**src/rtl/fetch_stage.sv**
```systemverilog
// fetch_stage
//   Instruction-fetch stage and IF/ID pipeline register. Holds the PC, issues
//   word fetches to instruction memory and registers the returned word with
//   its PC+4. The opcode field of the registered word is exported directly to
//   the decode-stage control unit.
//
// Ports
//   clk_sys        in   rising-edge clock
//   reset          in   synchronous, active-high
//   imem_addr      out  fetch address (current pc)
//   imem_req       out  fetch request (combinational)
//   imem_rdata     in   instruction word, valid with imem_ready
//   imem_ready     in   memory returns data this cycle
//   stall          in   hold PC and IF/ID (load-use hazard)
//   branch_taken   in   redirect to branch_target and flush IF/ID
//   branch_target  in   redirect address (low two bits ignored)
//   if_id_instr    out  registered instruction (0 for a bubble)
//   if_id_pc4      out  registered PC+4 of if_id_instr
//   if_id_valid    out  if_id_instr is a real instruction
//   instr_op       out  if_id_instr[31:26]
//   fetch_count    out  number of instructions accepted into IF/ID
//
// state | meaning
// ------+-----------------------------------------------------------
// BOOT  | first cycle after reset; no fetch issued, IF/ID holds reset
// RUN   | normal fetch; left only by reset
module fetch_stage #(
   parameter logic [31:0] PC_RESET = 32'h0000_0000
) (
   input  logic        clk_sys,
   input  logic        reset,
   output logic [31:0] imem_addr,
   output logic        imem_req,
   input  logic [31:0] imem_rdata,
   input  logic        imem_ready,
   input  logic        stall,
   input  logic        branch_taken,
   input  logic [31:0] branch_target,
   output logic [31:0] if_id_instr,
   output logic [31:0] if_id_pc4,
   output logic        if_id_valid,
   output logic [5:0]  instr_op,
   output logic [31:0] fetch_count
);

   typedef enum logic {BOOT, RUN} state_t;

   state_t      state;
   logic [31:0] pc;
   logic [31:0] pc_plus4;

   // Wraps modulo 2^32, so the last word of the address space fetches
   // into address zero.
   assign pc_plus4  = pc + 32'd4;
   assign imem_addr = pc;
   assign imem_req  = (state == RUN) && !stall && !branch_taken;
   assign instr_op  = if_id_instr[31:26];

   always_ff @(posedge clk_sys) begin
      if (reset) begin
         state       <= BOOT;
         pc          <= PC_RESET;
         if_id_instr <= 32'd0;
         if_id_pc4   <= 32'd0;
         if_id_valid <= 1'b0;
         fetch_count <= 32'd0;
      end else begin
         state <= RUN;
         if (branch_taken) begin
            // Flush: the word in IF/ID is on the wrong path. pc4 is left
            // alone because a bubble's pc4 is never consumed.
            pc          <= {branch_target[31:2], 2'b00};
            if_id_instr <= 32'd0;
            if_id_valid <= 1'b0;
         end else if (stall) begin
            // Everything holds; any returned data is dropped and re-fetched.
         end else if (state == RUN) begin
            if (imem_ready) begin
               pc          <= pc_plus4;
               if_id_instr <= imem_rdata;
               if_id_pc4   <= pc_plus4;
               if_id_valid <= 1'b1;
               fetch_count <= fetch_count + 32'd1;
            end else begin
               // Memory wait: bubble downstream, repeat the same address.
               if_id_instr <= 32'd0;
               if_id_valid <= 1'b0;
            end
         end
      end
   end

endmodule
```
**config.mk**
```make
export PLATFORM = sky130hd
export DESIGN_NAME = fetch_stage
export DESIGN_NICKNAME = d
export VERILOG_FILES = /design/src/rtl/fetch_stage.sv
export SDC_FILE = /design/constraint.sdc
export NUM_CORES = 1
export LEC_CHECK = 0
export ABC_AREA = 1
export BUFFER_PORTS_ARGS = -buffer_cell sky130_fd_sc_hd__buf_4
export CAP_MARGIN = 40
export CORE_MARGIN = 8
export CORE_UTILIZATION = 51
export DETAILED_ROUTE_END_ITERATION = 12
export GPL_TIMING_DRIVEN = 0
export PLACE_DENSITY_LB_ADDON = 0.08
export SYNTH_ARGS = -nofsm -noshare
export SYNTH_HDL_FRONTEND = slang
export SYNTH_SLANG_ARGS = --single-unit
export TNS_END_PERCENT = 5
```
**constraint.sdc**
```tcl
create_clock -name clk_sys -period 1.8 [get_ports clk_sys]
set_clock_uncertainty 0.1 [all_clocks]
set_input_delay 0.27 -clock clk_sys [delete_from_list [all_inputs] [get_ports clk_sys]]
set_output_delay 0.27 -clock clk_sys [all_outputs]
set_load 0.05 [all_outputs]
```
==> summary.txt, run 1 <==
Worst Path Max Fanout: 16
Leakage power: 3.65 nW
Main area contributors after synthesis: dfxtp_1 41%, nand2_1 19%, a21oi_1 8.2%
Initial drt markers: 479
DRC violations left: 0
Outcome: completed
Data arrival time of the worst path: 1.38 ns
Drt pass-1 iters: 5
Met2 usage: 40.2%
DRT Wirelength: 19.8 mm
Vias in the first global route: 6440
Post-Syn Instances: 917
CTS tree: yes
Fillers: 1021
Final GP Congestion: 0.899
Setup crit end kind: primary output
Fin. Hold Viols: 0
Clock buffer count from CTS: 17
Setup CP Type: register to primary output
P per Cell Area: 817 mW/mm²
Maximum VDD drop: 0.695 mV
Finished Core Util: 72.7%
First-pass GRT wire length: 31.6 mm
Final min period: 1.75 ns
Synth-to-Final Area Change: 40.7%
H-tree depth: 4
Yosys top cell area share: 41.1%
Root cell of the clock tree: clkbuf_16
Grt total ovfl: 0
Setup violators final: 0
Seq/Total Area, Yosys: 41.1%
Synth area leader: dfxtp_1
Max Transition Viols Final: 0
Port buffer count: 198
Nets: 1226
Routed len/inst: 15.0 µm
Met3 usage: 11.1%
Slew margin rel.: 57.6%
Syn avg cell area: 6.69 µm²
FF/Latch Area: 0.00253 mm²
Die X: 126 µm
Hold Crit Class: primary input to register
Avg Vias per Cell: 5.12
Footprint of the multi-input gates: 0.00314 mm²
Final Power: 7.05 mW
Die Height: 126 µm
DP Worst Slack: 0.0531 ns
Site row count: 40
Initial Util: 51.7%
Final WS setup: 0.0522 ns
Most Used Layer, Global Route: met2
Core ar.: 0.0119 mm²
WP data required: 1.43 ns
Layout cells sized above 1: 26.4%
CTS Buffer Depth: 2
Library cells used by synthesis: 34
Fmax: 0.572 GHz
Crit path launch type: register
Die Area: 0.0158 mm²
Largest net degree at the start of global routing: 17
I/O pin count: 205
RSZ-0062 raised after global routing: true
Max_cap viols: 0
Via count: 6737
N_diodes: 0
Hold WS: 0.00674 ns
Synth warn: 0
Count of antenna-violating nets left after detailed routing: 0
Worst-Skew Late Latency: 0.42 ns
Final period util: 97.1%
Most common cell after layout, fill and taps aside: nand2_1
# clock sinks: 126
Most frequent cells in the layout: 308 x nand2_1, 211 x buf_4, 118 x dfxtp_1
Hpwl dp: 14.8 mm
Synth Register Bits: 126
Clock transition at path regs: 0.06 ns
Met1 Use GR: 28.8%
Post-Syn Area: 0.00613 mm²
Gr usage total: 24.8%
Antenna violations before repair: 0
Slew @ Worst Pin: 0.637 ns
-- layout make-up --
cell class              instances  area share (%)
repair buffers                217            19.3
plain buffers                  41            2.34
flip-flops and latches        126            29.4
clock inverters                14            1.68
inverters                      85            3.70
well taps                     147            2.13
multi-input cells             667            36.4
clock buffers                  18            4.97
-- cell usage after synthesis (all sizes together) --
library cell  instances
o21a                  3
a31oi                10
xor2                 10
nor3                  4
o21ai                28
nand3                51
nor3b                 2
clkbuf               21
a22o                  7
and3                  1
and2                  3
a211oi                2
dfxtp               126
a21oi               101
conb                  1
nand4                 2
nor2                116
buf                  21
nand2               318
inv                  85
xnor2                 3
ha                    2
-- routing by layer --
layer	vias up	part of all wire (%)
li1	3372	-
met1	3070	42
met2	272	45
met3	23	11
met4	0	1.6
met5	-	0
-- per-stage QoR --
step	TNS, ns	cell area (µm²)	cells
floorplan	-0.232	6150	920
global placement	0	7820	1265
detailed placement	0	7820	1265
CTS	0	8540	1311
global route	-0.0649	8630	1315
finish	0	8630	1315
-- sequential cells by signal (all words and copies together) (netlist names) --
name and count:
imem_addr 30, if_id_valid 1, if_id_instr 32, state 1
if_id_pc4 30, fetch_count 32
-- cells by family (layout without fill, tap and decap cells) --
group	after synthesis	count (layout)	synth area share, %
XOR/XNOR	13	13	1.86
other	1	4	0.0612
buffers and inverters	127	375	8.55
adder cells (fa/ha/maj)	2	2	0.408
AO/OA/AOI/OAI	151	151	13.2
flip-flops	126	126	41.1
AND/OR/NAND/NOR	497	497	34.8
-- repair_timing --
item                                    4_1_cts  5_1_grt
gates resized for setup                       1       18
endpoints found under the hold margin        15        1
pin swaps                                     0        3
cloned                                        0        0
setup buffers                                 0        3
endpoints found under the setup margin        1       25
hold buffers                                 15        1
-- report_power, final --
part / switching, mW / internal, mW / leakage, nW
registers: 0.0752 / 2.85 / 1.03
clock network: 1.30 / 2.03 / 0.272
logic: 0.505 / 0.290 / 2.35
total: 1.88 / 5.17 / 3.65
-- worst max-delay path, cell delays in order, from the launching register on --
cell and delay [ns]:
dfxtp_1 0.37, nand2_2 0.21, nor2_1 0.16, buf_4 0.22
-- path summary, 6_finish.rpt --
| check | slack, ns | cells past startpoint | startpoint | to |
|---|---|---|---|---|
| setup / recovery | 0.05 | 3 | state | imem_req |
| hold / removal | 0.007 | 3 | imem_rdata[28] | if_id_instr[28] |
| setup reg to reg | 0.07 | 8 | fetch_count[1] | fetch_count[14] |
| hold reg to reg | 0.36 | 2 | if_id_pc4[3] | if_id_pc4[3] |
No activity file was read; power rests on OpenSTA's default activity.
==> run 2: changes to the inputs <==
Settings changed: PLACE_DENSITY set to 0.91, PLACE_DENSITY_LB_ADDON 0.08 to unset, SETUP_SLACK_MARGIN set to 0.15.
==> run 2 against run 1 <==
Effect of this change:
- clock-buffer cell count increased by 4
- sequential share of layout area about the same
- via count rose by 3.5%
- power grew 7.5%
- cell count decreased by 0.23%
- register-to-register slack improved by 0.04 ns
- sequential power barely moved
- first-iteration DRC count increased by 30%
- combinational power up 0.6%
- core utilization up 1.2 points
- flip-flop and latch count unchanged
- fmax rose by 3.5%
- largest cell class unchanged
- largest power group unchanged
==> summary.txt, run 2 (synthesized netlist as in run 1, its figures left out) <==
Site row count: 40
Fin area: 0.00877 mm²
Antenna violations before repair: 0
Cell Count, Final, Fillers Out: 1312
Outcome: completed
Final period util: 93.8%
RR Startpoint: imem_addr[12]
Final WS setup: 0.111 ns
Leakage power: 3.73 nW
# clock sinks: 126
FF-to-FF End: if_id_pc4[26]
Clock buffer count from CTS: 17
Top Registers: fetch_count: 32 flops, if_id_instr: 32 flops
Hpwl dp: 15.6 mm
Slew margin rel.: 57.6%
Hold Crit Class: primary input to register
Setup CP Type: register to register
Synth-to-Final Area Change: 43.1%
Slew @ Worst Pin: 0.636 ns
Worst-Skew Late Latency: 0.42 ns
Worst Path Max Fanout: 5
Vias in the first global route: 6840
Initial Util: 51.7%
FF/Latch Area: 0.00257 mm²
Initial drt markers: 624
Final min period: 1.69 ns
Fillers: 892
Hold Crit Endpoint: if_id_instr[0]
DRC violations left: 0
Via count: 6976
Crit path launch type: register
Max_cap viols: 0
CTS tree: yes
Largest net degree at the start of global routing: 17
Hold path start: imem_rdata[0]
Root cell of the clock tree: clkbuf_16
Most frequent cells in the layout: 308 x nand2_1, 217 x buf_4, 100 x a21oi_1
Port buffer count: 198
Placed cell count: 1265
DP Worst Slack: 0.0398 ns
Setup violators final: 0
RSZ-0062 raised after global routing: true
Fmax: 0.592 GHz
Fin. Hold Viols: 0
Area after DPL: 0.00786 mm²
Count of antenna-violating nets left after detailed routing: 0
Grt total ovfl: 0
P per Cell Area: 863 mW/mm²
Worst-case reg-to-reg path depth: 9
Setup TNS Final: 0 ns
Die Area: 0.0158 mm²
Maximum VDD drop: 0.621 mV
Final GP Congestion: 0.945
Die X: 126 µm
Die Height: 126 µm
H-tree depth: 4
WP data required: 1.98 ns
Worst Hold Depth: 3
Drt pass-1 iters: 6
I/O pin count: 205
Data arrival time of the worst path: 1.86 ns
DRT Wirelength: 20.9 mm
First-pass GRT wire length: 33.4 mm
Finished Core Util: 74.0%
Gr usage total: 26.0%
Clock transition at path regs: 0.06 ns
Most common cell after layout, fill and taps aside: nand2_1
Setup crit end kind: register
N_diodes: 0
Nets: 1223
Footprint of the multi-input gates: 0.00318 mm²
Core ar.: 0.0119 mm²
Layout cells sized above 1: 30.0%
Max Transition Viols Final: 0
CTS Buffer Depth: 2
Routed len/inst: 15.9 µm
R2R setup slack: 0.11 ns
Avg Vias per Cell: 5.32
-- run 2: cell types whose count changed in the layout (fill, tap and decap cells not counted), sizes merged --
| cell | change |
|---|---|
| buf | +10 |
| dlygate4sd3 | -14 |
| inv | -1 |
| clkinvlp | -3 |
| bufinv | +3 |
| clkinv | -3 |
| clkbuf | +5 |
-- run 2: routing by layer --
metal | share of wire (%) | vias to the layer above | track usage, % | routed length, µm
met3 | 12 | 51 | 10.5 | 2430
li1 | - | 3371 | - | -
met4 | 2.9 | 0 | 11.4 | 605
met5 | 0 | - | 0 | 0
met2 | 48 | 354 | 43.6 | 10000
met1 | 38 | 3200 | 28.5 | 7850
-- run 2: metrics by stage --
stage                     hold slack, ns  total power [mW]
final                            0.00829              7.57
after global routing              0.0133              7.77
after CTS                       0.000159              7.57
after detailed placement           0.355              3.75
after global placement             0.350              3.73
after floorplan                    0.313              3.43
-- run 2: how the worst max path moves through the flow --
stage | from | endpoint | cells past startpoint
4_1_cts | imem_addr[2] | if_id_pc4[28] | 10
5_1_grt | imem_addr[7] | imem_addr[11] | 7
6_report | imem_addr[12] | if_id_pc4[26] | 9
3_3_place_gp | stall | imem_addr[4] | 10
2_1_floorplan | fetch_count[13] | fetch_count[25] | 9
3_5_place_dp | stall | imem_addr[4] | 10
-- run 2: power by group --
part / total, mW / switching [mW] / internal (mW)
clock: 3.85 / 1.24 / 2.61
combinational: 0.799 / 0.515 / 0.285
sequential: 2.93 / 0.0762 / 2.85
-- run 2: critical path, stage by stage, from the launching register on --
cell	delay [ns]
dfxtp_2	0.41
nand2_1	0.11
nor2_1	0.22
nand2_1	0.13
nor2_4	0.20
nand2_1	0.08
nand2_1	0.08
nand2_1	0.06
nand2_1	0.09
a21oi_1	0.07
-- run 2: layout make-up --
class	count	share of cell area [%]
multi-input cells	667	36.2
inverters	85	3.64
flip-flops and latches	126	29.3
well taps	147	2.10
plain buffers	42	2.48
clock buffers	22	5.53
repair buffers	213	18.7
clock inverters	10	2.07
-- run 2: what timing repair did --
| item | in CTS | in global routing |
|---|---|---|
| hold buffers | 2 | 0 |
| setup buffers | 4 | 9 |
| pin swaps | 8 | 8 |
| setup endpoints to repair | 18 | 72 |
| hold endpoints to repair | 2 | 0 |
| gates resized for setup | 16 | 13 |
==> run 3: changes to the inputs <==
Settings changed: CORE_UTILIZATION 51 to 52, CTS_BUF_LIST set to sky130_fd_sc_hd__clkbuf_8, PLACE_DENSITY 0.91 to 0.92.
==> run 3 against run 2 <==
Effect of this change:
- final area grew 1.8%
- flip-flop and latch count unchanged
- clock-buffer cell count is the same
- hold slack better by 0.012 ns
- power is 17% lower
==> summary.txt, run 3 (synthesized netlist as in run 1, its figures left out) <==
Cell Count, Final, Fillers Out: 1335
H-tree depth: 4
Fin. Hold Viols: 0
Max_cap viols: 0
Nets: 1250
CTS tree: yes
Clock share of power: 39.6%
Final min period: 1.72 ns
Crit-path slowest cell: dfxtp_4
Setup violators final: 0
Antenna violations before repair: 0
I/O pin count: 205
Hold path start: branch_target[16]
Slew margin rel.: 57.0%
Slew @ Worst Pin: 0.645 ns
Data arrival time of the worst path: 1.35 ns
Setup CP Type: register to primary output
Via count: 7301
Clock buffer count from CTS: 17
Max Transition Viols Final: 0
# clock sinks: 126
Crit path launch type: register
CP Launch Point: state
Fmax: 0.580 GHz
Drt pass-1 iters: 6
DRT Wirelength: 23.5 mm
Synth-to-Final Area Change: 45.7%
P_sw: 1.75 mW
Leakage power: 3.77 nW
Top Registers: fetch_count: 32 flops, if_id_instr: 32 flops
FF/Latch Area: 0.00260 mm²
P per Cell Area: 707 mW/mm²
Hold Crit Class: primary input to register
Gr usage total: 28.3%
RR Startpoint: imem_addr[3]
Initial drt markers: 751
Clock transition at path regs: 0.07 ns
Placed cell count: 1261
Core ar.: 0.0115 mm²
WP data required: 1.43 ns
N_diodes: 0
Switching Fraction: 27.7%
Count of antenna-violating nets left after detailed routing: 0
Final Power: 6.31 mW
Setup TNS Final: 0 ns
Final GP Congestion: 0.968
Grt total ovfl: 0
Largest net degree at the start of global routing: 17
First-pass GRT wire length: 36.1 mm
Maximum VDD drop: 0.721 mV
Crit path max-delay family: flip-flops
Die X: 125 µm
CTS Buffer Depth: 2
Site row count: 39
Outcome: completed
Comb power frac: 14.1%
Vias in the first global route: 7211
Layout cells sized above 1: 31.2%
Most frequent cells in the layout: 304 x nand2_1, 211 x buf_4, 94 x a21oi_1
RSZ-0062 raised after global routing: true
Hpwl dp: 15.4 mm
Sequential power share: 46.3%
Initial Util: 53.5%
Avg Vias per Cell: 5.47
Routed len/inst: 17.6 µm
Die Height: 125 µm
Setup crit end kind: primary output
Cell internal pwr: 4.56 mW
DRC violations left: 0
Worst Path Max Fanout: 7
Worst-Skew Late Latency: 0.45 ns
Root cell of the clock tree: clkbuf_8
Fillers: 787
Most common cell after layout, fill and taps aside: nand2_1
Worst path cell trace: nand2_4 -> clkbuf_8 -> nor2_4 -> buf_8
Footprint of the multi-input gates: 0.00330 mm²
Port buffer count: 198
Final period util: 95.8%
Slowest stage delay, CP: 0.38 ns
Die Area: 0.0155 mm²
Worst Path Buf+Inv: 2
==> run 3: changes by cell type in the layout (fill, tap and decap cells not counted), moves of 7 or more <==
| cell | delta |
|---|---|
| clkbuf_16 | -18 |
| dfxtp_4 | +8 |
| clkbuf_1 | -7 |
| dlygate4sd3_1 | +36 |
| clkbuf_8 | +20 |
| nor2_1 | -12 |
| nor2_4 | +7 |
==> run 3: repair_timing <==
item / 4_1_cts / 5_1_grt
gates resized for setup: 12 / 77
hold buffers: 38 / 0
hold endpoints to repair: 38 / 0
endpoints found under the setup margin: 15 / 95
pin swaps: 0 / 36
setup buffers: 1 / 3
gates cloned: 0 / 0
==> run 3: stage by stage <==
step           area [µm²]  hold slack (ns)  utilization, %  setup WS, ns
3_3_place_gp         7860            0.350            68.5        0.0252
3_5_place_dp         7860            0.357            68.5        0.0103
6_report             8930           0.0201            77.9        0.0764
5_1_grt              8930           0.0212            77.9        0.0348
4_1_cts              8680         0.000128            75.7        0.0885
2_1_floorplan        6190            0.313               -        0.0839
==> run 3: layout make-up <==
cell class                      instances  share of cell area [%]
Clock buffer                           22                    3.39
Timing Repair Buffer                  240                    21.3
Multi-Input combinational cell        667                    37.0
Buffer                                 42                    2.61
Clock inverter                         10                    1.06
Tap cell                              143                    2.00
Sequential cell                       126                    29.1
Inverter                               85                    3.60
==> run 3: worst reg2reg max path, cell delays in order (launching register included) <==
cell and delay [ns]:
dfxtp_4 0.38, ha_4 0.16, nand2_4 0.06, nor2_4 0.16, nand2_4 0.11, nor2_4 0.20, xor2_1 0.19, nand2_1 0.11
a21oi_1 0.16
==> run 3: path summary, 6_finish.rpt <==
kind                   end  slack [ns]  cells after the start
max reg2reg  imem_addr[12]        0.11                      8
max               imem_req        0.08                      4
min          imem_addr[16]        0.02                      3
min reg2reg  if_id_pc4[20]        0.37                      2
==> run 3: power by group through the flow <==
stage | registers, mW | clock network (mW) | logic, mW
6_report | 2.92 | 2.50 | 0.891
5_1_grt | 2.93 | 2.62 | 0.936
4_1_cts | 2.92 | 2.49 | 0.839
3_5_place_dp | 2.98 | 0 | 0.761
3_3_place_gp | 2.98 | 0 | 0.749
2_1_floorplan | 3.16 | 0 | 0.266
==> run 3: routing by layer <==
metal  routed length, µm  vias up  global-route usage (%)
met5                   0        -                       0
met4                 932        0                    13.3
met3                2660       87                    11.2
met2               11100      421                    46.9
met1                8810     3363                    31.2
li1                    -     3430                       -
